<file path="src/rtl/ps2_key_receiver_if.sv">
// Bundles the PS/2 line inputs and the CPU-facing key port of ps2_key_receiver.
// master is the receiver side, slave is the keyboard/CPU side that drives it.
interface ps2_key_receiver_if;
    logic       PS2_CLK;
    logic       DATA_PS2;
    logic       key_pop;
    logic       key_ready;
    logic [7:0] mem_key;
    logic       key_ext;
    logic       key_break;
    logic       overflow;
    logic       frame_err;

    modport master (
        input  PS2_CLK, DATA_PS2, key_pop,
        output key_ready, mem_key, key_ext, key_break, overflow, frame_err
    );

    modport slave (
        output PS2_CLK, DATA_PS2, key_pop,
        input  key_ready, mem_key, key_ext, key_break, overflow, frame_err
    );
endinterface

</file>
<file path="src/rtl/ps2_key_receiver.sv">
// PS/2 keyboard receiver: frames bytes off the PS/2 lines, folds E0/F0 prefixes into
// flags and queues decoded keys in a show-ahead FIFO read by the CPU.
module ps2_key_receiver #(
    parameter int CLK_HZ      = 50_000_000,
    parameter int TIMEOUT_US  = 2000,
    parameter int FIFO_DEPTH  = 4,
    parameter int SYNC_STAGES = 2
) (
    input logic                 clk,
    input logic                 rst,
    ps2_key_receiver_if.master  bus
);
    localparam int TIMEOUT_CYCLES = CLK_HZ / 1_000_000 * TIMEOUT_US;
    localparam int TW = $clog2(TIMEOUT_CYCLES + 1);
    localparam int AW = $clog2(FIFO_DEPTH);

    typedef enum logic [1:0] {IDLE, DATA, PARITY, STOP} state_t;

    state_t                 state, state_nxt;
    logic [SYNC_STAGES-1:0] clk_sync, data_sync;
    logic                   clk_prev, fall, data_bit;
    logic [7:0]             shift_reg;
    logic [2:0]             bit_cnt;
    logic                   parity_ok;
    logic [TW-1:0]          to_cnt;
    logic                   timeout;
    logic                   byte_valid, byte_valid_nxt;
    logic                   frame_err, frame_err_nxt;
    logic                   ext_pend, brk_pend;
    logic                   push, push_eff, pop_eff, empty, full, overflow;
    logic [9:0]             push_entry, head;
    logic [9:0]             mem [FIFO_DEPTH];
    logic [AW:0]            wr_ptr, rd_ptr;

    // Lines idle high, so the synchronisers reset to 1 to avoid a false fall after reset.
    always_ff @(posedge clk or negedge rst) begin
        if (!rst) begin
            clk_sync  <= '1;
            data_sync <= '1;
            clk_prev  <= 1'b1;
        end else begin
            clk_sync  <= {clk_sync[SYNC_STAGES-2:0], bus.PS2_CLK};
            data_sync <= {data_sync[SYNC_STAGES-2:0], bus.DATA_PS2};
            clk_prev  <= clk_sync[SYNC_STAGES-1];
        end
    end

    assign fall     = clk_prev & ~clk_sync[SYNC_STAGES-1];
    assign data_bit = data_sync[SYNC_STAGES-1];
    assign timeout  = (state != IDLE) && (to_cnt == TW'(TIMEOUT_CYCLES)) && !fall;

    always_comb begin
        state_nxt      = state;
        byte_valid_nxt = 1'b0;
        frame_err_nxt  = 1'b0;
        if (timeout) begin
            state_nxt     = IDLE;
            frame_err_nxt = 1'b1;
        end else if (fall) begin
            case (state)
                IDLE:    if (!data_bit) state_nxt = DATA;
                DATA:    if (bit_cnt == 3'd7) state_nxt = PARITY;
                PARITY:  state_nxt = STOP;
                STOP: begin
                    if (data_bit && parity_ok) byte_valid_nxt = 1'b1;
                    else                       frame_err_nxt  = 1'b1;
                    state_nxt = IDLE;
                end
                default: state_nxt = IDLE;
            endcase
        end
    end

    always_ff @(posedge clk or negedge rst) begin
        if (!rst) begin
            state      <= IDLE;
            byte_valid <= 1'b0;
            frame_err  <= 1'b0;
        end else begin
            state      <= state_nxt;
            byte_valid <= byte_valid_nxt;
            frame_err  <= frame_err_nxt;
        end
    end

    // shift_reg keeps the received byte through the byte_valid cycle for the decoder.
    always_ff @(posedge clk or negedge rst) begin
        if (!rst) begin
            shift_reg <= '0;
            bit_cnt   <= '0;
            parity_ok <= 1'b0;
            to_cnt    <= '0;
        end else begin
            if (state == IDLE || fall) to_cnt <= '0;
            else if (!timeout)         to_cnt <= to_cnt + TW'(1);
            if (fall) begin
                case (state)
                    IDLE:    bit_cnt <= '0;
                    DATA: begin
                        shift_reg <= {data_bit, shift_reg[7:1]};
                        bit_cnt   <= bit_cnt + 3'd1;
                    end
                    PARITY:  parity_ok <= ^{shift_reg, data_bit};
                    default: ;
                endcase
            end
        end
    end

    assign push       = byte_valid && (shift_reg != 8'hE0) && (shift_reg != 8'hF0);
    assign push_entry = {ext_pend, brk_pend, shift_reg};

    always_ff @(posedge clk or negedge rst) begin
        if (!rst) begin
            ext_pend <= 1'b0;
            brk_pend <= 1'b0;
        end else if (frame_err) begin
            ext_pend <= 1'b0;
            brk_pend <= 1'b0;
        end else if (byte_valid) begin
            case (shift_reg)
                8'hE0:   ext_pend <= 1'b1;
                8'hF0:   brk_pend <= 1'b1;
                default: begin
                    ext_pend <= 1'b0;
                    brk_pend <= 1'b0;
                end
            endcase
        end
    end

    // Pointers carry one extra bit so full and empty are distinguishable.
    assign empty    = (wr_ptr == rd_ptr);
    assign full     = (wr_ptr[AW] != rd_ptr[AW]) && (wr_ptr[AW-1:0] == rd_ptr[AW-1:0]);
    assign pop_eff  = bus.key_pop && !empty;
    assign push_eff = push && (!full || pop_eff);

    always_ff @(posedge clk) begin
        if (push_eff) mem[wr_ptr[AW-1:0]] <= push_entry;
    end

    always_ff @(posedge clk or negedge rst) begin
        if (!rst) begin
            wr_ptr   <= '0;
            rd_ptr   <= '0;
            overflow <= 1'b0;
        end else begin
            if (push_eff)                 wr_ptr   <= wr_ptr + (AW+1)'(1);
            if (pop_eff)                  rd_ptr   <= rd_ptr + (AW+1)'(1);
            if (push && full && !pop_eff) overflow <= 1'b1;
        end
    end

    assign head          = mem[rd_ptr[AW-1:0]];
    assign bus.key_ready = !empty;
    assign bus.mem_key   = empty ? 8'h00 : head[7:0];
    assign bus.key_ext   = !empty && head[9];
    assign bus.key_break = !empty && head[8];
    assign bus.overflow  = overflow;
    assign bus.frame_err = frame_err;
endmodule

</file>
<file path="src/flat_wrapper.sv">
// flat-port wrapper written by rule: the top's interface ports become plain ports
module ps2_key_receiver_flat 
#(
    parameter int CLK_HZ      = 50_000_000,
    parameter int TIMEOUT_US  = 2000,
    parameter int FIFO_DEPTH  = 4,
    parameter int SYNC_STAGES = 2
)
  (clk, rst, bus_PS2_CLK, bus_DATA_PS2, bus_key_pop, bus_key_ready, bus_mem_key, bus_key_ext, bus_key_break, bus_overflow, bus_frame_err);
  ps2_key_receiver_if bus_i ();
  input logic clk;
  input logic rst;
  input wire logic [$bits(bus_i.PS2_CLK)-1:0] bus_PS2_CLK;
  input wire logic [$bits(bus_i.DATA_PS2)-1:0] bus_DATA_PS2;
  input wire logic [$bits(bus_i.key_pop)-1:0] bus_key_pop;
  output wire logic [$bits(bus_i.key_ready)-1:0] bus_key_ready;
  output wire logic [$bits(bus_i.mem_key)-1:0] bus_mem_key;
  output wire logic [$bits(bus_i.key_ext)-1:0] bus_key_ext;
  output wire logic [$bits(bus_i.key_break)-1:0] bus_key_break;
  output wire logic [$bits(bus_i.overflow)-1:0] bus_overflow;
  output wire logic [$bits(bus_i.frame_err)-1:0] bus_frame_err;
  assign bus_i.PS2_CLK = bus_PS2_CLK;
  assign bus_i.DATA_PS2 = bus_DATA_PS2;
  assign bus_i.key_pop = bus_key_pop;
  assign bus_key_ready = bus_i.key_ready;
  assign bus_mem_key = bus_i.mem_key;
  assign bus_key_ext = bus_i.key_ext;
  assign bus_key_break = bus_i.key_break;
  assign bus_overflow = bus_i.overflow;
  assign bus_frame_err = bus_i.frame_err;
  ps2_key_receiver #(.CLK_HZ(CLK_HZ), .TIMEOUT_US(TIMEOUT_US), .FIFO_DEPTH(FIFO_DEPTH), .SYNC_STAGES(SYNC_STAGES)) u_core (.clk(clk), .rst(rst), .bus(bus_i));
endmodule
</file>
<file path="config.mk">
export PLATFORM = sky130hd
export DESIGN_NAME = ps2_key_receiver_flat
export DESIGN_NICKNAME = d
export VERILOG_FILES = /design/src/rtl/ps2_key_receiver_if.sv /design/src/rtl/ps2_key_receiver.sv /design/src/flat_wrapper.sv
export SDC_FILE = /design/constraint.sdc
export NUM_CORES = 1
export LEC_CHECK = 0
export BUFFER_PORTS_ARGS = -buffer_cell sky130_fd_sc_hd__buf_2
export CAP_MARGIN = 20
export CORE_UTILIZATION = 35
export CTS_BUF_LIST = sky130_fd_sc_hd__clkbuf_16
export CTS_CLUSTER_SIZE = 8
export DETAILED_ROUTE_END_ITERATION = 10
export SYNTH_ARGS = -nofsm -noshare
export SYNTH_HDL_FRONTEND = slang
export SYNTH_SLANG_ARGS = --single-unit
</file>
<file path="constraint.sdc">
create_clock -name clk -period 2.4 [get_ports clk]
set_clock_uncertainty 0.1 [all_clocks]
set_input_delay 0.24 -clock clk [delete_from_list [all_inputs] [get_ports clk]]
set_output_delay 0.24 -clock clk [all_outputs]
set_load 0.01 [all_outputs]
</file>
==> run summary, run 1 <==
Status - complete, no violations
Crit path to - bus_mem_key[0]
CP required - 2.06 ns
EDFF count, synth - 40
Top cells by area, synth - edfxtp_1, dfrtp_1, mux4_2
Clock latency on the worst-skew pair - 0.33 ns
Top cells by count, synth - dfrtp_1, edfxtp_1, nor2_1
Worst reg2reg path depth - 4
CP Capture Type - output pin
WP buf/inv - 1
Antenna violations before repair - 0
Crit path launch - u_core.wr_ptr[1]$_DFFE_PN0N_
Setup violators final - 0
Via density - 4.76
Slew @ Worst Pin - 0.503 ns
Mean area per synthesized cell - 14.2 um2
Pin count of the biggest net entering global routing - 31
Crit path kind - flop to output pin
DRT Pass-1 Iters - 4
Worst-path fanout max - 13
Setup TNS - 0 ns
Clock Pin Slew Worst Setup and Hold Paths - 0.06 ns
Critical Path Max Stage Delay - 0.56 ns
Remaining global-route overflow - 0
CTS Root Cell - clkbuf_16
Tcrit/Tclk final - 92.6%
Port buffer count - 17
First-pass GRT wire length - 10700 um
Row count - 37
RePlAce Congestion - 0.765
FF+latch count, synth - 87
TritonCTS Buffers - 9
Post-route ant nets - 0
# IOs - 18
RR Startpoint - u_core.shift_reg[5]$_DFFE_PN0P_
Final Hold Vio Count - 0
Cell count along the critical path - 4
Achievable Freq - 0.450 GHz
Layout area overhead - 14.6%
Reg2reg setup slack - 0.35 ns
Worst path slowest cell - or3_1
Clk sinks - 87
WL per Instance - 14.5 um
HP Class - input pin to flop
Synth area leader - edfxtp_1
Cells along the critical path - xor2_1 -> or3_1 -> and2_1 -> buf_2
Mapped cell area - 0.00383 mm2
Total GRT Usage - 12.5%
Net Count, Synth - 288
CTS tree - yes
Worst VDD drop - 0.431 mV
Die X - 107 um
Vias in the first global route - 2163
Fill count - 1010
Largest delay share family, worst path - simple AND/OR/NAND/NOR gates
Die area - 0.0114 mm2
Register area share after synthesis - 62.2%
Layout cells sized above 1 - 21.9%
Fin crit period - 2.22 ns
Async set-reset flop share out of synthesis - 54.0%
Final Hold Slack - 0.123 ns
MaxCap Viol Count - 0
Max reg flops - 40
DRC - 0
Max Root-Sink Buffers - 2
Pwr Density - 1070 mW/mm2
Worst slew margin - 66.5%
Worst R2R End - u_core.mem[2][6]$_DFFE_PP_
Final Net Count - 316
Diode count - 0
Die height - 107 um
Postcts setup bufs - 0
RSZ-0062 raised after global routing - no
DPL Wire Length - 4300 um
Synth Instances - 269
CTS H-tree depth - 3
Routed wire length - 6330 um
Post-synth top flop - dfrtp_1
DRT iter0 DRCs - 66
Core area - 0.0105 mm2
Leakage power - 0.00178 uW
CP arrival - 1.88 ns
Top-area cell type share of the netlist area - 31.4%
Netlist cell types - 42
Vias - 2087
Yosys warns - 0
CP Launch Type - flop
Initial core utilization - 36.6%
Max-slew violation count - 0
Top-count cell post-synth - dfrtp_1
==> worst min-delay path by stage <==
stage                start                             to  slack, ns  depth (start not counted)
2_1_floorplan          rst  u_core.bit_cnt[0]$_DFFE_PN0P_      -0.16                          0
3_3_place_gp           rst   u_core.to_cnt[7]$_DFFE_PN0P_       0.09                          1
3_5_place_dp           rst   u_core.to_cnt[7]$_DFFE_PN0P_       0.09                          1
4_1_cts        bus_key_pop   u_core.rd_ptr[0]$_DFFE_PN0P_       0.11                          3
5_1_grt        bus_key_pop   u_core.rd_ptr[0]$_DFFE_PN0P_       0.12                          3
6_report       bus_key_pop   u_core.rd_ptr[0]$_DFFE_PN0P_       0.12                          3
==> kinds of logic after synthesis <==
logic type	share of synthesized area [%]
DFF	62.2
and+or+nand+nor	12.5
xor gates and xnor gates	6.08
AOI/OAI and AO/OA	4.21
muxes	8.53
buffers and inverters	1.89
adders and majority gates	4.57
==> through the flow <==
| step | setup WS, ns | instance area (um2) | util [%] | power [uW] | cells |
|---|---|---|---|---|---|
| 6_report | 0.177 | 4390 | 42.0 | 4700 | 438 |
| 5_1_grt | 0.0762 | 4390 | 42.0 | 5010 | 438 |
| 4_1_cts | 0.137 | 4390 | 42.0 | 4770 | 438 |
| 3_5_place_dp | 0.343 | 4080 | 39.0 | 3480 | 419 |
| 3_3_place_gp | 0.424 | 4080 | 39.0 | 3430 | 419 |
| 2_1_floorplan | 0.263 | 3830 | - | 3060 | 269 |
==> report_power, final <==
| group | total, uW | switching, uW | internal, uW | leakage (uW) |
|---|---|---|---|---|
| Combinational | 1370 | 662 | 705 | 0.000675 |
| Clock | 1280 | 578 | 702 | 0.000133 |
| Sequential | 2050 | 240 | 1810 | 0.000968 |
==> worst register-to-register path: stages, from the launching register on <==
cell and delay (ns):
dfrtp_1 0.51, nand4b_1 0.18, o41ai_2 0.40, nor2_1 0.19, and2_1 0.36
==> layer usage <==
layer  share of wire (%)  global-route usage [%]  wire (um)
met3                 2.5                    3.65        156
met2                  48                    20.1       3060
met5                   0                       0          0
met4                 1.6                    5.58        103
met1                  48                    15.6       3010
==> placed cells by master (no fill, tap or decap), types with 10 or more instances in the layout <==
cell	n
inv_1	10
mux4_2	10
buf_2	17
nor2_1	17
xor2_1	15
nand2_1	16
and2_1	14
ha_1	14
edfxtp_1	40
dfrtp_1	42
==> area by class of cell <==
cell class | instances | area (um2) | area share (%)
Clock buffer | 9 | 225 | 5.13
Multi-Input combinational cell | 165 | 1370 | 31.3
Inverter | 9 | 33.8 | 0.770
Sequential cell | 87 | 2380 | 54.3
Timing Repair Buffer | 25 | 153 | 3.48
Clock inverter | 7 | 50.0 | 1.14
Tap cell | 136 | 170 | 3.88
==> timing repair <==
action                                 CTS  global route
endpoints found under the hold margin   14             0
resized for setup                        0             0
hold buffers                             3             0
(Power assumes the default switching activity.)
==> inputs of run 2 (changes only) <==
CORE_UTILIZATION = 58   (was 35)
PLACE_DENSITY = 0.76   (was default)
==> run summary, run 2 (synthesis gave the netlist of run 1 again) <==
Slew @ Worst Pin - 0.489 ns (-0.0138 ns)
Total GRT Usage - 20.3% (+7.8 points)
CP Launch Type - flop
Crit path kind - flop to output pin
Antenna violations before repair - 0 (unchanged)
Worst VDD drop - 0.658 mV (+52%)
Vias in the first global route - 2178 (+0.69%)
Sequential Power Share - 43.5% (-0.2 points)
Die height - 83.3 um (-22%)
Final Hold Vio Count - 0 (unchanged)
Worst-path fanout max - 13 (unchanged)
Post-CTS resize count - 0 (unchanged)
CTS tree - yes
MaxCap Viol Count - 0 (unchanged)
Row count - 29 (-22%)
Pin count of the biggest net entering global routing - 32 (+3.2%)
Clock Pin Slew Worst Setup and Hold Paths - 0.06 ns (about the same)
Sw Share - 31.6% (+0.11 points)
DRC - 0 (unchanged)
Layout cells sized above 1 - 22.2% (+0.33 points)
Diode count - 0 (unchanged)
Status - complete, no violations
Vias - 2170 (+4.0%)
CP arrival - 1.85 ns (-0.03 ns)
Routed wire length - 6170 um (-2.6%)
Achievable Freq - 0.456 GHz (+1.4%)
Clock latency on the worst-skew pair - 0.33 ns (about the same)
Number of hold buffers added after cts - 3 (unchanged)
Pwr Density - 1090 mW/mm2 (+2.1%)
# IOs - 18 (unchanged)
First-pass GRT wire length - 10600 um (-0.64%)
Port buffer count - 17 (unchanged)
DRT iter0 DRCs - 143 (+120%)
P_sw - 1490 uW (+0.83%)
Setup TNS - 0 ns (unchanged)
Tcrit/Tclk final - 91.4% (-1.2 points)
Final Hold Slack - 0.129 ns (+0.00626 ns)
Max-slew violation count - 0 (unchanged)
Final Net Count - 316 (unchanged)
M1 GR Usage - 27.0% (+11 points)
Post-route ant nets - 0 (unchanged)
Clk sinks - 87 (unchanged)
Fin crit period - 2.19 ns (-0.0299 ns)
CTS H-tree depth - 3 (unchanged)
Die area - 0.00693 mm2 (-39%)
Worst min-delay path startpoint - bus_key_pop
Remaining global-route overflow - 0 (unchanged)
Via density - 5.73 (+20%)
Leading cell type in the layout, fill and taps excluded - dfrtp_1
Die X - 83.3 um (-22%)
HP Class - input pin to flop
Max reg flops - 40 (unchanged)
Setup violators final - 0 (unchanged)
Layout area overhead - 12.8%
TritonCTS Buffers - 9 (unchanged)
Comb pwr share - 29.2% (about the same)
CP Capture Type - output pin
CTS Root Cell - clkbuf_16
Initial core utilization - 60.3% (+24 points)
DRT Pass-1 Iters - 4 (unchanged)
RR Startpoint - u_core.shift_reg[3]$_DFFE_PN0P_
RSZ-0062 raised after global routing - no
WL per Instance - 16.3 um (+13%)
Crit path launch - u_core.wr_ptr[1]$_DFFE_PN0N_
Worst slew margin - 67.4% (+0.92 points)
Core area - 0.00635 mm2 (-39%)
Most frequent cells in the layout - dfrtp_1, edfxtp_1, nor2_1, buf_2, nand2_1
Power Internal - 3230 uW (+0.32%)
DPL Wire Length - 4080 um (-5.1%)
RePlAce Congestion - 0.804 (+5.2%)
Met2 GRT Util - 32.0% (+12 points)
GR peak layer - met2
Clock network fraction of total power - 27.3% (about the same)
Leakage power - 0.00178 uW (+0.18%)
Postcts setup bufs - 0 (unchanged)
CP required - 2.06 ns (about the same)
Post-layout util - 68.1% (+26 points)
Max Root-Sink Buffers - 2 (unchanged)
Met3 Usage GRT - 3.88% (+0.23 points)
## run 2: path summary, 6_finish.rpt
kind	end	slack [ns]	cells after the start
min	u_core.rd_ptr[0]$_DFFE_PN0P_	0.13	3
min reg2reg	u_core.data_sync[1]$_DFF_PN1_	0.26	0
max reg2reg	u_core.mem[0][9]$_DFFE_PP_	0.36	4
min in group asynchronous	u_core.rd_ptr[1]$_DFFE_PN0P_	0.26	2
max in group asynchronous	u_core.data_sync[0]$_DFF_PN1_	1.17	3
max	bus_mem_key[6]	0.21	4
## run 2: layer usage
metal	vias up	wire length [um]
met3	9	152
met5	-	0
met1	1092	2900
li1	1037	-
met4	0	138
met2	32	2980
## run 2: critical path: stages, from the launching register on
cell     delay [ns]
dfrtp_1        0.43
xor2_1         0.19
or3_1          0.55
and2_1         0.21
buf_2          0.13
## run 2: layout make-up
| cell class | instances | area [um2] |
|---|---|---|
| sequential | 87 | 2380 |
| fill | 423 | 2030 |
| multi-input combinational | 165 | 1370 |
| clock buffer | 9 | 225 |
| timing repair buffer | 25 | 153 |
| tap | 77 | 96.3 |
| clock inverter | 7 | 56.3 |
| inverter | 9 | 33.8 |
## run 2: power by group through the flow
stage	registers [uW]	clock network, uW	logic [uW]
CTS	2050	1310	1410
global placement	2060	0	1350
finish	2050	1290	1380
global route	2090	1390	1540
floorplan	2010	0	1040
detailed placement	2080	0	1390
## run 2: stage by stage
| step | power (uW) | worst slack (ns) | instance area [um2] | instances |
|---|---|---|---|---|
| after CTS | 4770 | 0.172 | 4320 | 379 |
| final | 4720 | 0.206 | 4320 | 379 |
| after global routing | 5010 | 0.0932 | 4320 | 379 |
| after global placement | 3410 | 0.429 | 4010 | 360 |
| after detailed placement | 3460 | 0.338 | 4010 | 360 |
| after floorplan | 3060 | 0.263 | 3830 | 269 |
==> inputs of run 3 (changes only) <==
BUFFER_PORTS_ARGS = default   (was -buffer_cell sky130_fd_sc_hd__buf_2)
DONT_BUFFER_PORTS = 1   (was default)
PLACE_DENSITY = 0.74   (was 0.76)
==> run summary, run 3 (synthesis gave the netlist of run 1 again) <==
Setup TNS - 0 ns (unchanged)
Final Hold Vio Count - 0 (unchanged)
Clk sinks - 87 (unchanged)
CP arrival - 1.81 ns (-0.04 ns)
Pwr Density - 1100 mW/mm2 (+0.64%)
DRT Pass-1 Iters - 4 (unchanged)
Port buffer count - 0 (-17)
DRC - 0 (unchanged)
TritonCTS Buffers - 9 (unchanged)
Area of the multi-input gates - 0.00137 mm2 (unchanged)
Worst VDD drop - 0.601 mV (-8.7%)
CTS H-tree depth - 3 (unchanged)
Post-route ant nets - 0 (unchanged)
Max-slew violation count - 0 (unchanged)
Layout area overhead - 12.2%
MaxCap Viol Count - 0 (unchanged)
Crit path kind - flop to output pin
Fill count - 446 (+5.4%)
Clock latency on the worst-skew pair - 0.34 ns (about the same)
Diode count - 0 (unchanged)
Row count - 29 (unchanged)
Postcts setup bufs - 0 (unchanged)
WP buf/inv - 0 (-1)
Slew @ Worst Pin - 0.524 ns (+0.0351 ns)
Clock Pin Slew Worst Setup and Hold Paths - 0.06 ns (about the same)
Register area - 0.00238 mm2 (unchanged)
Remaining global-route overflow - 0 (unchanged)
HP Class - input pin to flop
Critical Path Max Stage Delay - 0.58 ns (+0.03 ns)
Worst slew margin - 65.1% (-2.3 points)
Total GRT Usage - 19.1% (-1.2 points)
Max reg flops - 40 (unchanged)
Worst-path fanout max - 13 (unchanged)
Status - complete, no violations
Overall Power - 4720 uW (about the same)
CP required - 2.06 ns (about the same)
Final Hold Slack - 0.0443 ns (-0.0848 ns)
Vias in the first global route - 2112 (-3.0%)
CP Capture Type - output pin
Post-CTS resize count - 0 (unchanged)
WL per Instance - 16.1 um (-0.87%)
Leakage power - 0.00174 uW (-2.2%)
Via density - 5.79 (+1.2%)
Worst path slowest cell - or3_1
Layout cells sized above 1 - 17.5% (-4.7 points)
Final Net Count - 300 (-5.1%)
Cells along the critical path - xor2_1 -> or3_1 -> and2_1
Setup violators final - 0 (unchanged)
Largest delay share family, worst path - simple AND/OR/NAND/NOR gates
CP Launch Type - flop
Initial core utilization - 60.3% (unchanged)
RSZ-0062 raised after global routing - no
Die X - 83.3 um (unchanged)
Most frequent cells in the layout - dfrtp_1, edfxtp_1, nor2_1
Die height - 83.3 um (unchanged)
RePlAce Congestion - 0.812 (+0.95%)
Fin crit period - 2.15 ns (-0.0480 ns)
Tcrit/Tclk final - 89.4% (-2.0 points)
Max Root-Sink Buffers - 2 (unchanged)
CTS tree - yes
Vias - 2103 (-3.1%)
# IOs - 18 (unchanged)
Antenna violations before repair - 0 (unchanged)
First-pass GRT wire length - 10100 um (-5.3%)
DRT iter0 DRCs - 77 (-46%)
Core area - 0.00635 mm2 (unchanged)
Pin count of the biggest net entering global routing - 48 (+50%)
Die area - 0.00693 mm2 (unchanged)
Leading cell type in the layout, fill and taps excluded - dfrtp_1
Routed wire length - 5860 um (-5.1%)
CTS Root Cell - clkbuf_16
DPL Wire Length - 3930 um (-3.8%)
Achievable Freq - 0.466 GHz (+2.2%)
[run 3: worst paths after layout]
check / end / depth (start not counted) / slack, ns / start
setup / recovery: bus_mem_key[7] / 3 / 0.25 / u_core.wr_ptr[1]$_DFFE_PN0N_
hold / removal: u_core.bus.overflow$_DFFE_PN0P_ / 2 / 0.04 / bus_key_pop
setup reg to reg: u_core.mem[1][9]$_DFFE_PP_ / 4 / 0.29 / u_core.shift_reg[3]$_DFFE_PN0P_
hold reg to reg: u_core.clk_sync[1]$_DFF_PN1_ / 0 / 0.26 / u_core.clk_sync[0]$_DFF_PN1_
max in group asynchronous: u_core.clk_sync[1]$_DFF_PN1_ / 2 / 1.61 / rst
min in group asynchronous: u_core.rd_ptr[0]$_DFFE_PN0P_ / 2 / 0.30 / rst
[run 3: layer usage]
metal | vias up | track usage [%] | routed length, um
li1 | 1007 | - | -
met1 | 1045 | 24.7 | 2710
met2 | 39 | 30.4 | 2830
met3 | 12 | 4.57 | 198
met4 | 0 | 9.40 | 124
met5 | - | 0 | 0
[run 3: per-stage QoR]
stage | util [%] | area, um2 | worst slack (ns) | cells
after floorplan | - | 3830 | 0.263 | 269
after global placement | 61.7 | 3920 | 0.430 | 342
after detailed placement | 61.7 | 3920 | 0.297 | 342
after CTS | 67.7 | 4300 | 0.228 | 363
after global routing | 67.7 | 4300 | 0.154 | 363
final | 67.7 | 4300 | 0.254 | 363
[run 3: area by class of cell]
type	count	share of cell area [%]
Sequential cell	87	55.5
Clock buffer	9	5.24
Inverter	9	0.786
Timing Repair Buffer	9	2.27
Multi-Input combinational cell	165	32.0
Clock inverter	7	2.04
Tap cell	77	2.24
[run 3: what timing repair did]
item | 4_1_cts | 5_1_grt
hold buffers | 5 | 0
hold endpoints to repair | 51 | 0
endpoints found under the setup margin | 0 | 0
[run 3: power by group]
part	switching, uW	leakage, uW	internal (uW)	total, uW
Clock	598	0.000154	831	1430
Sequential	233	0.000968	1810	2040
Combinational	635	0.000618	616	1250
